==> src/rtl/requant_pkg.sv <==
`default_nettype none
// ============================================================================
//  Module      : requant_pkg
//  Description : Shared constants and clamp-bound helper for requant_clamp.
//  Revision    : 1.0 - initial release
// ============================================================================
package requant_pkg;

  localparam int OUT_BITS_W = 4;
  localparam int SAT_CNT_W  = 16;

  // Clamp bounds, packed as {min, max}.
  typedef struct packed {
    logic signed [31:0] min_v;
    logic signed [31:0] max_v;
  } bounds_t;

  // Legalise the effective width to 2..d_bw, then derive the signed range.
  // With relu set the lower bound is raised to zero.
  function automatic bounds_t clamp_bounds(input logic [OUT_BITS_W-1:0] b,
                                           input logic                  relu,
                                           input int                    d_bw);
    int      bl;
    bounds_t r;
    bl = int'(b);
    if (bl < 2) begin
      bl = 2;
    end else if (bl > d_bw) begin
      bl = d_bw;
    end
    r.max_v = (32'sd1 <<< (bl - 1)) - 32'sd1;
    r.min_v = relu ? 32'sd0 : -(32'sd1 <<< (bl - 1));
    return r;
  endfunction

endpackage
`default_nettype wire

==> src/rtl/requant_lane.sv <==
`default_nettype none
// ============================================================================
//  Module      : requant_lane
//  Description : One channel of the requantiser, purely combinational.
//                Front half: arithmetic right shift with round-half-up.
//                Back half : clamp of a registered shifted value to the
//                            run-time output width, with optional ReLU floor.
//                The two halves are separated by pipeline registers that
//                live in the parent.
//  Revision    : 1.0 - initial release
// ============================================================================
module requant_lane
  import requant_pkg::*;
#(
  parameter int D_BW  = 8,
  parameter int AB_BW = 21,
  parameter int SH_BW = 5
) (
  input  logic signed [AB_BW-1:0]      x_i,
  input  logic        [SH_BW-1:0]      shift_i,
  output logic signed [AB_BW:0]        y_o,
  input  logic signed [AB_BW:0]        y_i,
  input  logic        [OUT_BITS_W-1:0] out_bits_i,
  input  logic                         relu_i,
  output logic        [D_BW-1:0]       data_o,
  output logic                         sat_o
);

  logic signed [AB_BW:0] w_x_ext;
  logic        [AB_BW:0] w_half;
  logic signed [AB_BW:0] w_sum;
  bounds_t               w_b;
  logic signed [31:0]    w_y32;

  // Shift/round: adding half an LSB before the arithmetic shift rounds ties
  // toward +inf. One extra bit of headroom keeps the add from overflowing.
  always_comb begin
    w_x_ext = {x_i[AB_BW-1], x_i};
    w_half  = '0;
    if (shift_i != '0) begin
      w_half = (AB_BW+1)'(1) << (shift_i - SH_BW'(1));
    end
    w_sum = w_x_ext + $signed(w_half);
    y_o   = w_sum >>> shift_i;
  end

  // Clamp to [min, max] for the legalised width; any clamp sets the flag.
  always_comb begin
    w_b    = clamp_bounds(out_bits_i, relu_i, D_BW);
    w_y32  = {{(31-AB_BW){y_i[AB_BW]}}, y_i};
    data_o = y_i[D_BW-1:0];
    sat_o  = 1'b0;
    if (w_y32 < $signed(w_b.min_v)) begin
      data_o = w_b.min_v[D_BW-1:0];
      sat_o  = 1'b1;
    end else if (w_y32 > $signed(w_b.max_v)) begin
      data_o = w_b.max_v[D_BW-1:0];
      sat_o  = 1'b1;
    end
  end

endmodule
`default_nettype wire

==> src/rtl/requant_clamp.sv <==
`default_nettype none
// ============================================================================
//  Module      : requant_clamp
//  Description : CH-channel requantiser: shift/round, width clamp, optional
//                ReLU floor, behind a two-stage elastic valid/ready pipeline.
//                Optional feature macro: REQUANT_SAT_CNT_EN builds a
//                saturating 16-bit counter of clamped channels.
//  Revision    : 1.0 - initial release
// ============================================================================
module requant_clamp
  import requant_pkg::*;
#(
  parameter int D_BW  = 8,
  parameter int AB_BW = 21,
  parameter int CH    = 4,
  parameter int SH_BW = 5
) (
  input  logic                   clk,
  input  logic                   rst_n,
  input  logic                   i_valid,
  output logic                   o_ready,
  input  logic [CH*AB_BW-1:0]    i_acc_bias,
  input  logic [SH_BW-1:0]       i_shift,
  input  logic [OUT_BITS_W-1:0]  i_out_bits,
  input  logic                   i_relu,
  output logic                   o_valid,
  input  logic                   i_ready,
  output logic [CH*D_BW-1:0]     o_data,
  output logic [CH-1:0]          o_sat_flags,
  input  logic                   i_sat_clr,
  output logic [SAT_CNT_W-1:0]   o_sat_cnt
);

  localparam int YW = AB_BW + 1;

  logic                   w_s1_adv;
  logic                   w_s2_adv;
  logic [SH_BW-1:0]       w_shift;
  logic [CH*YW-1:0]       w_y;
  logic [CH*D_BW-1:0]     w_data;
  logic [CH-1:0]          w_sat;

  logic                   s1_v_q;
  logic [CH*YW-1:0]       s1_y_q;
  logic [OUT_BITS_W-1:0]  s1_bits_q;
  logic                   s1_relu_q;
  logic                   s2_v_q;
  logic [CH*D_BW-1:0]     s2_data_q;
  logic [CH-1:0]          s2_sat_q;

  // Out-of-range shifts collapse to the widest legal shift.
  assign w_shift  = (i_shift >= SH_BW'(AB_BW)) ? SH_BW'(AB_BW-1) : i_shift;

  assign w_s2_adv = !s2_v_q || i_ready;
  assign w_s1_adv = !s1_v_q || w_s2_adv;
  assign o_ready  = w_s1_adv;

  for (genvar c = 0; c < CH; c++) begin : g_lane
    requant_lane #(
      .D_BW  (D_BW),
      .AB_BW (AB_BW),
      .SH_BW (SH_BW)
    ) u_lane (
      .x_i        (i_acc_bias[c*AB_BW +: AB_BW]),
      .shift_i    (w_shift),
      .y_o        (w_y[c*YW +: YW]),
      .y_i        (s1_y_q[c*YW +: YW]),
      .out_bits_i (s1_bits_q),
      .relu_i     (s1_relu_q),
      .data_o     (w_data[c*D_BW +: D_BW]),
      .sat_o      (w_sat[c])
    );
  end

  // Stage 1: capture shifted values with the beat's width/ReLU controls.
  always_ff @(posedge clk or negedge rst_n) begin
    if (!rst_n) begin
      s1_v_q    <= 1'b0;
      s1_y_q    <= '0;
      s1_bits_q <= '0;
      s1_relu_q <= 1'b0;
    end else if (w_s1_adv) begin
      s1_v_q <= i_valid;
      if (i_valid) begin
        s1_y_q    <= w_y;
        s1_bits_q <= i_out_bits;
        s1_relu_q <= i_relu;
      end
    end
  end

  // Stage 2: registered clamp results; held unchanged while stalled.
  always_ff @(posedge clk or negedge rst_n) begin
    if (!rst_n) begin
      s2_v_q    <= 1'b0;
      s2_data_q <= '0;
      s2_sat_q  <= '0;
    end else if (w_s2_adv) begin
      s2_v_q <= s1_v_q;
      if (s1_v_q) begin
        s2_data_q <= w_data;
        s2_sat_q  <= w_sat;
      end
    end
  end

  assign o_valid     = s2_v_q;
  assign o_data      = s2_data_q;
  assign o_sat_flags = s2_sat_q;

`ifdef REQUANT_SAT_CNT_EN
  logic [SAT_CNT_W-1:0] sat_cnt_q;
  logic [SAT_CNT_W-1:0] sat_cnt_d;
  logic [SAT_CNT_W:0]   w_pop;
  logic [SAT_CNT_W:0]   w_cnt_sum;

  // Next count: clear dominates; otherwise add this transfer's clamps, capped.
  always_comb begin
    w_pop = '0;
    for (int c = 0; c < CH; c++) begin
      w_pop = w_pop + {{SAT_CNT_W{1'b0}}, s2_sat_q[c]};
    end
    w_cnt_sum = {1'b0, sat_cnt_q} + w_pop;
    sat_cnt_d = sat_cnt_q;
    if (i_sat_clr) begin
      sat_cnt_d = '0;
    end else if (s2_v_q && i_ready) begin
      sat_cnt_d = w_cnt_sum[SAT_CNT_W] ? '1 : w_cnt_sum[SAT_CNT_W-1:0];
    end
  end

  // Saturation event counter register.
  always_ff @(posedge clk or negedge rst_n) begin
    if (!rst_n) begin
      sat_cnt_q <= '0;
    end else begin
      sat_cnt_q <= sat_cnt_d;
    end
  end

  assign o_sat_cnt = sat_cnt_q;
`else
  logic w_unused_sat_clr;
  assign w_unused_sat_clr = i_sat_clr;
  assign o_sat_cnt        = '0;
`endif

endmodule
`default_nettype wire
==> config.mk <==
export PLATFORM = sky130hd
export DESIGN_NAME = requant_clamp
export DESIGN_NICKNAME = d
export VERILOG_FILES = /design/src/rtl/requant_pkg.sv /design/src/rtl/requant_lane.sv /design/src/rtl/requant_clamp.sv
export SDC_FILE = /design/constraint.sdc
export NUM_CORES = 1
export LEC_CHECK = 0
export BUFFER_PORTS_ARGS = -buffer_cell sky130_fd_sc_hd__buf_2
export CAP_MARGIN = 20
export CORE_AREA = 2 2 269 205
export DETAILED_ROUTE_END_ITERATION = 7
export DIE_AREA = 0 0 271 207
export PLACE_DENSITY = 0.67
export SKIP_LAST_GASP = 1
export SLEW_MARGIN = 5
export SYNTH_ARGS = -nofsm -noshare
export SYNTH_HDL_FRONTEND = slang
export SYNTH_HIERARCHICAL = 1
export SYNTH_SLANG_ARGS = --single-unit
==> constraint.sdc <==
create_clock -name clk -period 7.45 [get_ports clk]
set_input_delay 1.49 -clock clk [delete_from_list [all_inputs] [get_ports clk]]
set_output_delay 1.49 -clock clk [all_outputs]
set_load 0.01 [all_outputs]
# Word-level counts from Yosys, hierarchy flattened
# Index checks and enable logic that the tools add are counted.
# classes
n_addsub	8
magnitude_cmp	11
n_shift	6
n_mux	21
reduce_logical	7
# ops
operator	n
$gt 22x32->1	4
$lt 22x32->1	4
$add 21x22->22	4
$sshr 22x5->22	4
$mux 32	2
$mux 8	8
$sub 32x2->32 const B	2
$neg 32->32	1
$sshl 2x32->32 const A	1
$mux 22	1
$shl 1x5->22 const A	1
$mux 1	8
$ge 5x5->1 const B	1
$mux 5	1
$reduce_bool 5->1	1
$sub 5x1->5 const B	1
$gt 4x4->1 const B	1
$lt 4x2->1 const B	1
$mux 4	1
$reduce_and 2->1	2
$logic_not 1->1	2
$logic_or 1x1->1	2
# word_totals
register_bits	131
inputBits	99
out_inout_bits	54
wordCells	60

# Depth between registers and ports, before layout
# Gate-level depths: netlist of run 1.
# depth
ltp_word	9
depth_mapped	27
depth_no_buf	25

# Modules after synthesis
# The synthesis of run 1 kept the hierarchy.
# modules_own_cells
module	n_inst	cells_per_inst	area_each_um2	seq_area_each_um2
requant_lane at g_lane[0].u_lane ...	2	737	5076.1	0.0
requant_lane at g_lane[1].u_lane	1	832	5527.8	0.0
requant_clamp	1	302	5417.7	3278.1
requant_lane at g_lane[3].u_lane	1	813	5357.6	0.0

# Least setup slack after synthesis of run 1
# OpenSTA, ideal clock, no wires.
# synth_path
path_kind	register to register
from	register s1_bits_q[3]
to	register s2_data_q[0] (netlist: o_data[0])
arrival_ns	5.880
path_slack_ns	1.445
stages_incl_launch_ff	27
synth_period_minus_slack_ns	6.005
cell_sequence	dfrtp_1 inv_1 o211a_1 inv_1 clkbuf_1 ha_1 xnor2_1 clkbuf_1 and2_1 nand3_1 ha_1 clkbuf_1 nor2_1 nand3_1 a21oi_1 a21oi_1 o21a_1 ha_1 nand4_1 or2_2 nor2_1 o31ai_1 o211ai_1 mux2i_1 mux2_2 mux2_2 mux2_2
# synth_via
elab_chain_cells	9
# synth_rtl
item	line	rtl
start, declared	requant_clamp.sv:45	logic [OUT_BITS_W-1:0] s1_bits_q;
start signal, assigned	requant_clamp.sv:86	s1_bits_q <= i_out_bits;
$gt 4x4->1	requant_pkg.sv:28	end else if (bl > d_bw) begin
$mux 4	requant_pkg.sv:28	
$mux 32 *	requant_pkg.sv:26	if (bl < 2) begin
$sub 32x2->32 *	requant_pkg.sv:31, requant_pkg.sv:32	
$sshl 2x32->32 *	requant_pkg.sv:31, requant_pkg.sv:32	
$sub 32x2->32 or $neg 32->32 (tied branches)	requant_pkg.sv:31, requant_pkg.sv:32	
$gt 22x32->1 or $mux 32 (tied branches)	requant_lane.sv:56, requant_pkg.sv:32	
$mux 8 or $lt 22x32->1 (tied branches)	requant_lane.sv:56, requant_lane.sv:53	
$mux 8 *	requant_lane.sv:53	if (w_y32 < $signed(w_b.min_v)) begin
via w_data[0]	requant_clamp.sv:40	logic [CH*D_BW-1:0] w_data;
end signal, assigned	requant_clamp.sv:101	s2_data_q <= w_data;
end, declared	requant_clamp.sv:48	logic [CH*D_BW-1:0] s2_data_q;
# The timed path passes the listed nets; every way through them passes the cells marked *.
# A chain may end at the register's enable or synchronous reset.

# Worst setup path in the final report of run 1
# layout_path
from	register s1_bits_q[2]
to	register s2_data_q[16] (netlist: o_data[16])
# The elaborated chain is that of the path after synthesis.

==> flow_summary.toml, run 1 <==
[yosys]
synth-compound-area-share_pct = 26.2
synth_most_common_cell = "ha_1"
yosys.area_share.simple_pct = 21.9
synth_area_um2 = 26500
synth_top_area_share_pct = 17.2
synthDistinctLibCells = 117
synth_top_family_by_area = "compound AO/OA/AOI/OAI gates"
ys_seq_area_share_pct = 12.4
syn_area_per_cell_um2 = 7.73
ys_warn_count = 6
synthXorXnorAreaFrac_pct = 2.99
synth_mux_area_share_pct = 13.1
synth-edff-count = 0
netlist_top_cells_count = "ha_1, nor2_1, nand2_1, a21oi_1, o21ai_0"
ys_seq_elements = 131
synth.area.top_cells = "ha_1, dfrtp_1, nor2_1"
ys_async_sr_fraction_pct = 100
synthesis.instances = 3421
synth_fa_ha_area_share_pct = 17.5
yosysTopAreaCell = "ha_1"
synth_top_flop_cell = "dfrtp_1"

[job]
cap_viol_max_count = 0

[cts]
htreeDepth = 4
cts_buffer_depth = 2
path_clk_slew_ns = 0.07
cts_hold_buf = 0
clockRootBuffer = "clkbuf_16"
post_cts_buffers = 0
cts_resized = 0
cts_buffers = 17
clock_latency_ns = 0.45
cts_tree = "done"
clkSinkCount = 131

[placement]
dp_slack_ns = 0.678
hpwlAfterDp_um = 60900
gp_congestion = 0.999
portBuffers = 135

[global_route]
grt_max_degree = 94
grt_usage_pct = 27.1
globalRouteOverflowTotal = 0
antenna_found_initial = 2
grt_pass1_vias = 23413
grt_pass1_wl_um = 127000

[cells_and_area]
utilization_pct = 52.7
num-fill-cells = 5296
syn_to_final_growth_pct = 6.89
nets = 3932
layout-drive-gt1-share_pct = 15.0

[floorplanning]
die_h_um = 207
core_um2 = 53600
rows = 74
die_w_um = 271
start_util_pct = 49.3
die_area_um2 = 56100
io_pins = 153

[hold_path]
min_from = "o_data[18]$_DFFE_PN0P_"
hold_path_class = "flop to flop"

[detailed_routing]
drtIter0Drc = 2537
routed_wl_um = 79100
drcViolationCount = 0
avgViaCountPerCell = 6.25
first_pass_iters = 7
ant_nets = 0
wl_per_cell_um = 18.8
vias = 26245

[timing]
finalCritPeriodShare_pct = 93.1
hold_viol_final = 0
max_freq_mhz = 144
min_period_ns = 6.94
fin_skew_ns = 0.0132
slew_viol_final = 0
max-slew-margin-rel_pct = 35.3
setup_tns_ns = 0
tightestPinTransition_ns = 0.971
setup_viol = 0
setup_ws_ns = 0.512
rsz0062_at_grt = "no"

[setup_path]
worstSetupEndpoint = "o_data[16]$_DFFE_PN0P_"
regToRegSetupSlack_ns = 0.51
critPathMaxFanout = 19
cp.arrival_ns = 7.27
reg2reg_to = "o_data[16]$_DFFE_PN0P_"
path_class = "flop to flop"
r2r-start = "s1_bits_q[2]$_DFFE_PN0P_"
start_kind = "flop"
ff2ff_path_depth = 22
cp.required_ns = 7.78
crit_start = "s1_bits_q[2]$_DFFE_PN0P_"
critPathCaptureType = "flop"

[power]
ir_worst_vdd_mv = 0.144
total_leakage_power_nw = 13.0
p_per_area_nw_per_um2 = 237

[run_status]
run_status = "completed"
[where the power goes]
| part | internal, mW | switching, mW | total, mW | leakage, nW |
|---|---|---|---|---|
| clock | 0.496 | 0.374 | 0.870 | 0.281 |
| sequential | 0.931 | 0.252 | 1.18 | 1.55 |
| combinational | 2.03 | 2.63 | 4.66 | 11.2 |
| total | 3.46 | 3.25 | 6.71 | 13.0 |
[state kept, by name (all words and copies together), names as in the netlist]
name	cells
o_valid	1
s1_bits_q	4
s1_v_q	1
s1_y_q	88
s1_relu_q	1
o_data	32
o_sat_flags	4
[metrics by stage]
step / instance area [µm²] / hold WS (ns) / cells / total power, mW
2_1_floorplan: 26500 / 0.514 / 3436 / 4.55
3_3_place_gp: 27700 / 0.483 / 4167 / 5.68
3_5_place_dp: 27700 / 0.488 / 4168 / 5.75
4_1_cts: 28300 / 0.504 / 4200 / 6.66
5_1_grt: 28300 / 0.516 / 4201 / 7.33
6_report: 28300 / 0.499 / 4202 / 6.71
[layout by cell type (no fill, tap or decap), drive strengths merged, types with 19 or more instances in the layout]
master	instances
a2111oi	21
a211o	20
a211oi	55
a21o	83
a21oi	268
a221oi	20
a22oi	25
a31oi	35
and2	33
and3	22
buf	204
dfrtp	131
ha	364
inv	137
mux2	177
mux2i	101
nand2	336
nand2b	53
nand3	92
nand4	89
nor2	341
nor2b	39
nor3	89
o211ai	49
o21a	20
o21ai	194
o21bai	24
o221ai	19
o31ai	22
or2	28
or3	46
xnor2	62
xor2	24
[worst max-delay path, stage by stage, from the launching register on]
cell      delay [ns]
dfrtp_1         0.65
o211a_1         0.48
inv_1           0.09
buf_4           0.17
ha_1            0.24
nor3b_1         0.60
nor3_2          0.06
buf_4           0.19
nand4_1         0.27
ha_1            0.70
nand2_1         0.23
o21ai_0         0.13
a22oi_1         0.13
ha_1            0.38
a21o_1          0.19
o221a_2         0.24
o31ai_1         0.45
o211ai_1        0.30
mux2i_1         0.21
buf_4           0.21
mux2_2          0.35
mux2_2          0.27
mux2_2          0.25
[final cells by class]
type	instances	area [µm²]	area share [%]
Multi-Input combinational cell	2971	21700	76.8
Sequential cell	131	3280	11.6
Timing Repair Buffer	204	1260	4.46
Tap cell	722	903	3.19
Inverter	140	529	1.87
Clock buffer	18	429	1.52
Clock inverter	14	155	0.549
Antenna cell	2	5.00	0.0177
[worst min path at each step]
stage / end / slack [ns] / cells after the start
floorplan: s1_y_q[22]$_DFFE_PN0P_ / 0.51 / 1
global placement: o_data[20]$_DFFE_PN0P_ / 0.48 / 1
detailed placement: o_data[18]$_DFFE_PN0P_ / 0.49 / 1
CTS: o_data[18]$_DFFE_PN0P_ / 0.50 / 1
global route: o_data[18]$_DFFE_PN0P_ / 0.52 / 1
finish: o_data[18]$_DFFE_PN0P_ / 0.50 / 1
[cell families after synthesis]
family | Yosys count
adder cells (fa/ha/maj) | 368
flip-flops | 131
buffers and inverters | 334
AND/OR/NAND/NOR | 1210
AO/OA/AOI/OAI | 1005
multiplexers | 286
other | 1
XOR/XNOR | 86
[per-layer routing]
layer	up-vias	wire [µm]	global-route usage, %
li1	12903	-	-
met1	12248	39200	42.6
met2	1018	32100	37.9
met3	76	6820	5.15
met4	0	964	4.92
met5	-	0	0
Power figures use the tool's default switching activity.
==> run 2, diff against run 1 <==
- PLACE_DENSITY: 0.67 -> unset
- PLACE_DENSITY_LB_ADDON: unset -> 0.15
==> run 2 against run 1 <==
  * Via count increased by 2.6%
  * Hold slack worse by 0.00087 ns
  * Critical path depth fell by 2
  * Die area unchanged
  * Design area about the same
  * Combinational power about the same
  * Global-route usage is 2.1 points higher
  * Clock power hardly changed
  * Power is 1.0% higher
  * Critical endpoint unchanged
==> flow_summary.toml, run 2 (same netlist as run 1, synthesis figures left out) <==
[global_route]
globalRouteOverflowTotal = 0
use_met1_pct = 43.7
grt_pass1_vias = 24992
busiest_layer = "met1"
met2_usage_pct = 43.3
grt_pass1_wl_um = 135000
grtUsageMet3_pct = 4.16
grt_max_degree = 71
antenna_found_initial = 1
grt_usage_pct = 29.2

[detailed_routing]
vias = 26932
first_pass_iters = 6
wl_per_cell_um = 20.1
avgViaCountPerCell = 6.41
drcViolationCount = 0
drtIter0Drc = 2626
ant_nets = 0
routed_wl_um = 84600

[cells_and_area]
syn_to_final_growth_pct = 6.91
num-fill-cells = 5135
utilization_pct = 52.8
postLayoutCellArea_um2 = 28300
nets = 3934
layout-drive-gt1-share_pct = 15.1
largest_register = "s1_y_q"
instances_no_fill = 4202
antenna_cells = 0
largest_register_ffs = 88
final_common_cell = "ha_1"
final_cell_mix = "ha_1, nor2_1, nand2_1"

[power]
combPwrFrac_pct = 69.2
total_leakage_power_nw = 13.0
p_per_area_nw_per_um2 = 240
p_clk_share_pct = 12.9
ir_worst_vdd_mv = 0.170
netSwitchingFraction_pct = 48.5
switchingPower_mw = 3.29
power.internal_mw = 3.49
power_frac_seq_pct = 18.0
p_total_mw = 6.78

[setup_path]
cp.required_ns = 7.80
critPathMaxFanout = 19
critPathCaptureType = "flop"
start_kind = "flop"
path_class = "flop to flop"
cp.arrival_ns = 7.03

[cts]
cts_buffers = 17
cts_buffer_depth = 2
clkSinkCount = 131
cts_resized = 0
cts_hold_buf = 0
cts_tree = "done"
post_cts_buffers = 0
clockRootBuffer = "clkbuf_16"
clock_latency_ns = 0.48
path_clk_slew_ns = 0.06
htreeDepth = 4

[timing]
rsz0062_at_grt = "no"
finalCritPeriodShare_pct = 89.6
slew_viol_final = 0
fin_skew_ns = 0.0182
setup_tns_ns = 0
tightestPinTransition_ns = 0.897
min_period_ns = 6.67
setup_ws_ns = 0.776
max_freq_mhz = 150
hold_ws_ns = 0.498
max-slew-margin-rel_pct = 40.0
setup_viol = 0
hold_viol_final = 0

[placement]
placedCellCount = 4169
gp_congestion = 0.970
placed_area_um2 = 27600
dp_slack_ns = 0.541
hpwlAfterDp_um = 66800
portBuffers = 135

[floorplanning]
io_pins = 153
rows = 74
start_util_pct = 49.3
die_h_um = 207
die_w_um = 271
die_area_um2 = 56100
core_um2 = 53600

[hold_path]
hold_path_class = "flop to flop"

[run_status]
run_status = "completed"

[job]
cap_viol_max_count = 0
run 2: metal layers:
metal	share of wire (%)	up-vias
met5	0	-
met4	2.0	0
met3	6.9	106
met2	42	1034
met1	49	12891
li1	-	12901
run 2: critical path, cell delays in order (launching register included):
cell and delay (ns):
dfrtp_1 0.68, inv_1 0.23, o211a_1 0.28, inv_1 0.12, ha_1 0.23, nor3b_1 0.65
nor3_2 0.23, nand4_1 0.31, ha_1 0.74, nand2_1 0.21, o21ai_0 0.13, a22oi_1 0.13
ha_1 0.38, a21o_1 0.19, o221a_2 0.24, o31ai_1 0.36, o211ai_1 0.24, mux2i_1 0.33
mux2_2 0.37, mux2_2 0.27, mux2_2 0.26
run 2: worst paths after layout:
check                                      startpoint                    endpoint  slack [ns]  depth (start not counted)
setup / recovery             s1_bits_q[3]$_DFFE_PN0P_      o_data[16]$_DFFE_PN0P_        0.78                         20
hold / removal             o_sat_flags[2]$_DFFE_PN0P_  o_sat_flags[2]$_DFFE_PN0P_        0.50                          1
setup reg to reg             s1_bits_q[3]$_DFFE_PN0P_      o_data[16]$_DFFE_PN0P_        0.78                         20
hold reg to reg            o_sat_flags[2]$_DFFE_PN0P_  o_sat_flags[2]$_DFFE_PN0P_        0.50                          1
max in group asynchronous                       rst_n      s1_y_q[33]$_DFFE_PN0P_        5.12                          2
min in group asynchronous                       rst_n      s1_y_q[45]$_DFFE_PN0P_        0.99                          1
run 2: cell type report:
type / count / area [µm²] / area share [%]
Clock inverter: 15 / 181 / 0.641
Clock buffer: 17 / 425 / 1.50
Tap cell: 722 / 903 / 3.19
Timing Repair Buffer: 206 / 1260 / 4.45
Multi-Input combinational cell: 2971 / 21700 / 76.7
Inverter: 140 / 529 / 1.87
Sequential cell: 131 / 3280 / 11.6
run 2: power by group through the flow:
stage / combinational, mW / clock, mW / sequential [mW]
finish: 4.69 / 0.871 / 1.22
global route: 5.20 / 0.920 / 1.25
CTS: 4.62 / 0.899 / 1.22
detailed placement: 4.59 / 0 / 1.23
global placement: 4.43 / 0 / 1.21
floorplan: 3.40 / 0 / 1.15
